`config.mk`:
```
export PLATFORM = sky130hd
export DESIGN_NAME = bird_sprite_plotter
export DESIGN_NICKNAME = d
export VERILOG_FILES = /design/src/rtl/duck_hunt_pkg.sv /design/src/rtl/sprite_offset_rom.sv /design/src/rtl/bird_sprite_plotter.sv
export SDC_FILE = /design/constraint.sdc
export NUM_CORES = 1
export LEC_CHECK = 0
export BUFFER_PORTS_ARGS = -buffer_cell sky130_fd_sc_hd__buf_2
export CORE_ASPECT_RATIO = 0.5
export CORE_MARGIN = 4
export CORE_UTILIZATION = 38
export CTS_CLUSTER_DIAMETER = 120
export DETAILED_ROUTE_END_ITERATION = 16
export HOLD_SLACK_MARGIN = 0.15
export PLACE_DENSITY_LB_ADDON = 0.08
export SYNTH_ARGS = -nofsm -noshare
export SYNTH_HDL_FRONTEND = slang
export SYNTH_SLANG_ARGS = --single-unit
```
`constraint.sdc`:
```
create_clock -name clock -period 3.3 [get_ports clock]
set_input_delay 0.33 -clock clock [delete_from_list [all_inputs] [get_ports clock]]
set_output_delay 0.33 -clock clock [all_outputs]
set_load 0.02 [all_outputs]
```
`src/rtl/duck_hunt_pkg.sv`:
```
// Shared constants for the duck hunt sprite logic: FSM encoding, sprite shape,
// screen limits and colours.
package duck_hunt_pkg;

    typedef enum logic [2:0] {
        ST_IDLE   = 3'd0,
        ST_ERASE  = 3'd1,
        ST_UPDATE = 3'd2,
        ST_LATCH  = 3'd3,
        ST_DRAW   = 3'd4,
        ST_DONE   = 3'd5
    } state_t;

    localparam int         SPRITE_LEN = 13;
    localparam logic [3:0] LAST_IDX   = 4'd12;

    localparam int X_MAX_DEFAULT = 159;
    localparam int Y_MAX_DEFAULT = 119;

    localparam logic [2:0] COLOUR_WHITE = 3'b111;
    localparam logic [2:0] COLOUR_BLACK = 3'b000;

    // Duck pixel offsets relative to the head anchor; the body trails to the left.
    localparam logic signed [3:0] SPRITE_DX [SPRITE_LEN] = '{
        4'sd0, 4'sd0, -4'sd1, -4'sd2, -4'sd3, -4'sd4, -4'sd5,
        -4'sd3, -4'sd3, -4'sd4, -4'sd4, -4'sd5, -4'sd5
    };
    localparam logic signed [3:0] SPRITE_DY [SPRITE_LEN] = '{
        4'sd0, 4'sd1, 4'sd0, 4'sd0, 4'sd0, 4'sd0, 4'sd0,
        4'sd1, -4'sd1, 4'sd2, -4'sd2, 4'sd3, -4'sd3
    };

endpackage

```
`src/rtl/sprite_offset_rom.sv`:
```
// Combinational pixel-offset lookup for a 13-pixel sprite; indices past the
// end of the sprite return (0,0).
module sprite_offset_rom
    import duck_hunt_pkg::*;
(
    input  logic [3:0]        idx,
    output logic signed [3:0] dx,
    output logic signed [3:0] dy
);

    always_comb begin
        dx = '0;
        dy = '0;
        for (int i = 0; i < SPRITE_LEN; i++) begin
            if (idx == 4'(i)) begin
                dx = SPRITE_DX[i];
                dy = SPRITE_DY[i];
            end
        end
    end

endmodule

```
`src/rtl/bird_sprite_plotter.sv`:
```
// Per-frame duck sequencer: erase the old sprite, advance the bird position,
// latch it, then draw the new sprite one clipped pixel per cycle.
//
// state  | meaning
// IDLE   | wait for frame_tick
// ERASE  | replot previous duck in background colour, idx 0..12
// UPDATE | one-cycle advance pulse to the position counter
// LATCH  | capture bird_x/bird_y/bird_valid
// DRAW   | plot duck at latched position, idx 0..12
// DONE   | one-cycle done pulse
module bird_sprite_plotter
    import duck_hunt_pkg::*;
#(
    parameter logic [2:0] BIRD_COLOUR = COLOUR_WHITE,
    parameter logic [2:0] BG_COLOUR   = COLOUR_BLACK,
    parameter int         X_MAX       = X_MAX_DEFAULT,
    parameter int         Y_MAX       = Y_MAX_DEFAULT
) (
    input  logic       clock,
    input  logic       reset,
    input  logic       frame_tick,
    input  logic [7:0] bird_x,
    input  logic [6:0] bird_y,
    input  logic       bird_valid,
    output logic       advance,
    output logic [7:0] x,
    output logic [6:0] y,
    output logic [2:0] colour,
    output logic       plot,
    output logic       busy,
    output logic       done
);

    localparam logic signed [8:0] X_LIM = 9'(X_MAX);
    localparam logic signed [8:0] Y_LIM = 9'(Y_MAX);

    state_t            state, state_next;
    logic [3:0]        idx;
    logic [7:0]        cur_x, old_x, base_x;
    logic [6:0]        cur_y, old_y, base_y;
    logic              cur_v, old_valid;
    logic signed [3:0] dx, dy;
    logic signed [8:0] px, py;
    logic              pix_phase, idx_step, clipped;

    sprite_offset_rom u_rom (
        .idx (idx),
        .dx  (dx),
        .dy  (dy)
    );

    always_ff @(posedge clock) begin
        if (reset) state <= ST_IDLE;
        else       state <= state_next;
    end

    always_comb begin
        state_next = state;
        case (state)
            ST_IDLE:   if (frame_tick) state_next = old_valid ? ST_ERASE : ST_UPDATE;
            ST_ERASE:  if (idx == LAST_IDX) state_next = ST_UPDATE;
            ST_UPDATE: state_next = ST_LATCH;
            ST_LATCH:  state_next = bird_valid ? ST_DRAW : ST_DONE;
            ST_DRAW:   if (idx == LAST_IDX) state_next = ST_DONE;
            ST_DONE:   state_next = ST_IDLE;
            default:   state_next = ST_IDLE;
        endcase
    end

    assign pix_phase = (state == ST_ERASE) || (state == ST_DRAW);
    assign idx_step  = pix_phase && (idx != LAST_IDX);

    // idx wraps to 0 on the last pixel so the next pixel phase starts clean.
    always_ff @(posedge clock) begin
        if (reset) begin
            idx       <= '0;
            cur_x     <= '0;
            cur_y     <= '0;
            cur_v     <= 1'b0;
            old_x     <= '0;
            old_y     <= '0;
            old_valid <= 1'b0;
        end else begin
            idx <= idx_step ? idx + 4'd1 : 4'd0;
            if (state == ST_LATCH) begin
                cur_x <= bird_x;
                cur_y <= bird_y;
                cur_v <= bird_valid;
                if (!bird_valid) old_valid <= 1'b0;
            end
            if (state == ST_DRAW && idx == LAST_IDX) begin
                old_x     <= cur_x;
                old_y     <= cur_y;
                old_valid <= 1'b1;
            end
        end
    end

    assign base_x  = (state == ST_ERASE) ? old_x : cur_x;
    assign base_y  = (state == ST_ERASE) ? old_y : cur_y;
    assign px      = $signed({1'b0, base_x}) + $signed({{5{dx[3]}}, dx});
    assign py      = $signed({2'b00, base_y}) + $signed({{5{dy[3]}}, dy});
    assign clipped = (px < 9'sd0) || (px > X_LIM) || (py < 9'sd0) || (py > Y_LIM);

    always_comb begin
        plot    = 1'b0;
        x       = '0;
        y       = '0;
        colour  = BG_COLOUR;
        advance = (state == ST_UPDATE);
        busy    = (state != ST_IDLE);
        done    = (state == ST_DONE);
        if (pix_phase) begin
            x      = px[7:0];
            y      = py[6:0];
            colour = (state == ST_ERASE) ? BG_COLOUR : BIRD_COLOUR;
            plot   = !clipped && ((state == ST_ERASE) || cur_v);
        end
    end

endmodule

```
==> impl_metrics.json <==
{
  "ys_seq_elements": 39,
  "area_growth_pct": 37.9,
  "core_area_mm2": 0.00675,
  "finalPower_mw": 1.27,
  "grt_max_degree": 37,
  "postSynthAreaPerCell_um2": 7.91,
  "die_area_mm2": 0.00852,
  "whs_ns": 0.283,
  "avgRoutedWirePerCell_um": 14.5,
  "yosys_warnings": 0,
  "status": "finished with violations",
  "rr_startpoint": "state[1]",
  "ctsHtreeMaxLevel": 2,
  "num_rows": 21,
  "dp_hpwl_um": 5330,
  "rr_endpoint": "idx[3]",
  "diodes": 0,
  "p_per_area_mw_per_mm2": 343,
  "gp_congestion": 0.802,
  "worstSetupEndpointType": "output port",
  "critPathKind": "flip-flop to output port",
  "track_usage_pct": 17.4,
  "critPathSlowestCell": "or4_4",
  "overflow": 0,
  "fmax_ghz": 0.283,
  "crit_path_end": "plot",
  "ir_drop_uv": 234,
  "viasPerCell": 5.14,
  "path_clk_slew_ns": 0.06,
  "cpPeakStageDelay_ns": 0.44,
  "period_minus_slack_ns": 3.53,
  "synth_cell_types": 56,
  "worst_ep_arrival_time_ns": 3.20,
  "seq_area_frac_synth_pct": 29.2,
  "slew_headroom_pct": 51.2,
  "required_ns": 2.97,
  "route.detailed.drc": 0,
  "drt-total-wl_um": 7360,
  "r2r_slack_ns": 1.37,
  "cts_tree": "done",
  "drtIter0Drc": 151,
  "cap_violations": 0,
  "setup_violations": 3,
  "rsz0062_at_grt": "yes",
  "fin_ws_ns": -0.230,
  "num_vias": 2600,
  "dp_cells": 488,
  "critPathMaxFanout": 6,
  "cts.path.max_buffers": 2,
  "drtAntennaViolNets": 0,
  "fin_cells": 506,
  "synth_edf_count": 0,
  "die_w_um": 127,
  "tns_ns": -0.286,
  "clock-sinks": 39,
  "slew_viol_final": 0,
  "cts_buffers": 5,
  "grt_antenna_before_repair": 0,
  "start_util_pct": 39.6,
  "holdCritPathClass": "primary input to flip-flop",
  "die_h_um": 67.3,
  "synth_flop_cell": "dfxtp_1",
  "fin_skew_ns": 0.00281,
  "violations": "setup timing",
  "cp_common_cell": "ha_4",
  "p_leak_nw": 1.48,
  "firstDrtPassIters": 4,
  "crit_path_start": "idx[1]",
  "syn_nets": 379,
  "min_period_over_period_pct": 107,
  "reg2reg_depth": 7,
  "worstSetupStartpointType": "flip-flop",
  "syn_inst": 338,
  "io_buffers": 40,
  "crit_chain": "inv_2 > ha_4 > nor2_1 > o21ai_1 > a31oi_4 > ha_4 > fa_2 > a21oi_4 > o21bai_2 > xnor2_1 > or4_4 > o21ai_4 > nor4bb_4 > buf_4",
  "nets": 454,
  "grt_pass1_wl_um": 12100,
  "ctsRootBufferMaster": "clkbuf_16",
  "worst_pin_slew_ns": 0.731,
  "synth_area_mm2": 0.00267,
  "drive_gt1_share_pct": 39.1,
  "ioPinCount": 41,
  "hold_viol": 0,
  "grt_pass1_vias": 2607,
  "synthArstFlopShare_pct": 0,
  "insertion_delay_ns": 0.28
}
==> stage by stage <==
step	worst slack, ns	util, %	area [µm²]
2_1_floorplan	0.0134	-	2730
3_3_place_gp	-0.0924	47.7	3220
3_5_place_dp	-0.129	47.7	3220
4_1_cts	-0.270	51.8	3500
5_1_grt	-0.377	54.6	3690
6_report	-0.230	54.6	3690
==> layer usage <==
| metal | wire, µm | global-route usage (%) | up-vias |
|---|---|---|---|
| li1 | - | - | 1321 |
| met3 | 255 | 4.27 | 4 |
| met4 | 29 | 2.41 | 0 |
| met1 | 3560 | 22.4 | 1232 |
| met2 | 3510 | 30.7 | 43 |
| met5 | 0 | 0 | - |
==> repair_timing <==
action / CTS / global route
buffers inserted: 7 / 4
resized for setup: 28 / 31
hold buffers: 0 / 0
endpoints found under the setup margin: 6 / 8
pin swaps: 15 / 20
==> cells in the final DEF, fill, tap and decap left out, types with 3 or more instances in the layout <==
| master | Yosys | routed |
|---|---|---|
| nor3_1 | 8 | 8 |
| o21ai_1 | 1 | 4 |
| xnor2_1 | 7 | 7 |
| ha_4 | 0 | 8 |
| nor2_2 | 1 | 4 |
| mux2_2 | 15 | 12 |
| buf_4 | 6 | 47 |
| xor2_1 | 4 | 4 |
| nor2b_1 | 6 | 6 |
| ha_1 | 20 | 10 |
| a21oi_1 | 39 | 37 |
| or3_1 | 3 | 3 |
| clkbuf_16 | 0 | 5 |
| clkinv_2 | 0 | 3 |
| inv_2 | 1 | 3 |
| a211oi_1 | 4 | 3 |
| a21o_1 | 3 | 3 |
| nand2_1 | 70 | 70 |
| dfxtp_1 | 39 | 36 |
| nor2_1 | 28 | 25 |
| o211ai_1 | 3 | 3 |
| inv_1 | 9 | 6 |
| mux2_4 | 0 | 3 |
| nand3_1 | 6 | 5 |
| buf_2 | 5 | 36 |
==> cell families after synthesis <==
family                     share of synthesized area, %
AOI/OAI and AO/OA                                  20.2
muxes                                              6.32
xor gates and xnor gates                           3.60
and+or+nand+nor                                    24.4
buffers and inverters                              5.38
adders and majority gates                          10.9
DFF                                                29.2
==> worst min-delay path by stage <==
stage	end	slack (ns)	from	depth (start not counted)
3_3_place_gp	old_y[4]	0.44	old_y[4]	2
6_report	cur_x[4]	0.28	bird_x[4]	3
3_5_place_dp	old_x[0]	0.45	old_x[0]	2
4_1_cts	cur_x[4]	0.28	bird_x[4]	3
2_1_floorplan	old_x[0]	0.43	old_x[0]	2
5_1_grt	cur_x[3]	0.28	bird_x[3]	3
==> worst max-delay path: cells and delay by family, from the launching register on <==
family	cells	cell delay (ns)
xor gates and xnor gates	1	0.14
and+or+nand+nor	3	0.56
AOI/OAI and AO/OA	5	0.80
adders and majority gates	3	0.81
DFF	1	0.36
buffers and inverters	2	0.26
==> synth_stat cells (all sizes together) (5+ instances only) <==
cell | count | area share, %
a211oi | 6 | 2.1
a21oi | 40 | 7.6
a31oi | 5 | 1.2
buf | 11 | 2.6
clkbuf | 7 | 0.98
dfxtp | 39 | 29
ha | 20 | 9.4
inv | 11 | 1.6
mux2 | 15 | 6.3
nand2 | 71 | 10
nand3 | 6 | 1.1
nor2 | 30 | 4.6
nor2b | 6 | 1.4
nor3 | 9 | 2.1
o21ai | 8 | 1.5
xnor2 | 7 | 2.3
==> power by group <==
part | leakage, nW | internal [mW] | switching (mW) | total (mW)
combinational | 1.09 | 0.134 | 0.165 | 0.298
clock | 0.0733 | 0.276 | 0.191 | 0.466
sequential | 0.317 | 0.486 | 0.0150 | 0.501
total | 1.48 | 0.895 | 0.370 | 1.27
==> layout make-up <==
class | count | area, µm²
fill | 634 | 3070
multi-input combinational | 269 | 2010
sequential | 39 | 790
timing repair buffer | 86 | 576
clock buffer | 5 | 125
tap | 92 | 115
inverter | 12 | 55.1
clock inverter | 3 | 15.0
==> sequential cells by signal, summed over array words and instances, names as in the netlist <==
name / cells
old_y: 7
old_valid: 1
idx: 4
cur_v: 1
old_x: 8
state: 3
cur_y: 7
cur_x: 8
No activity file was read; power rests on OpenSTA's default activity.
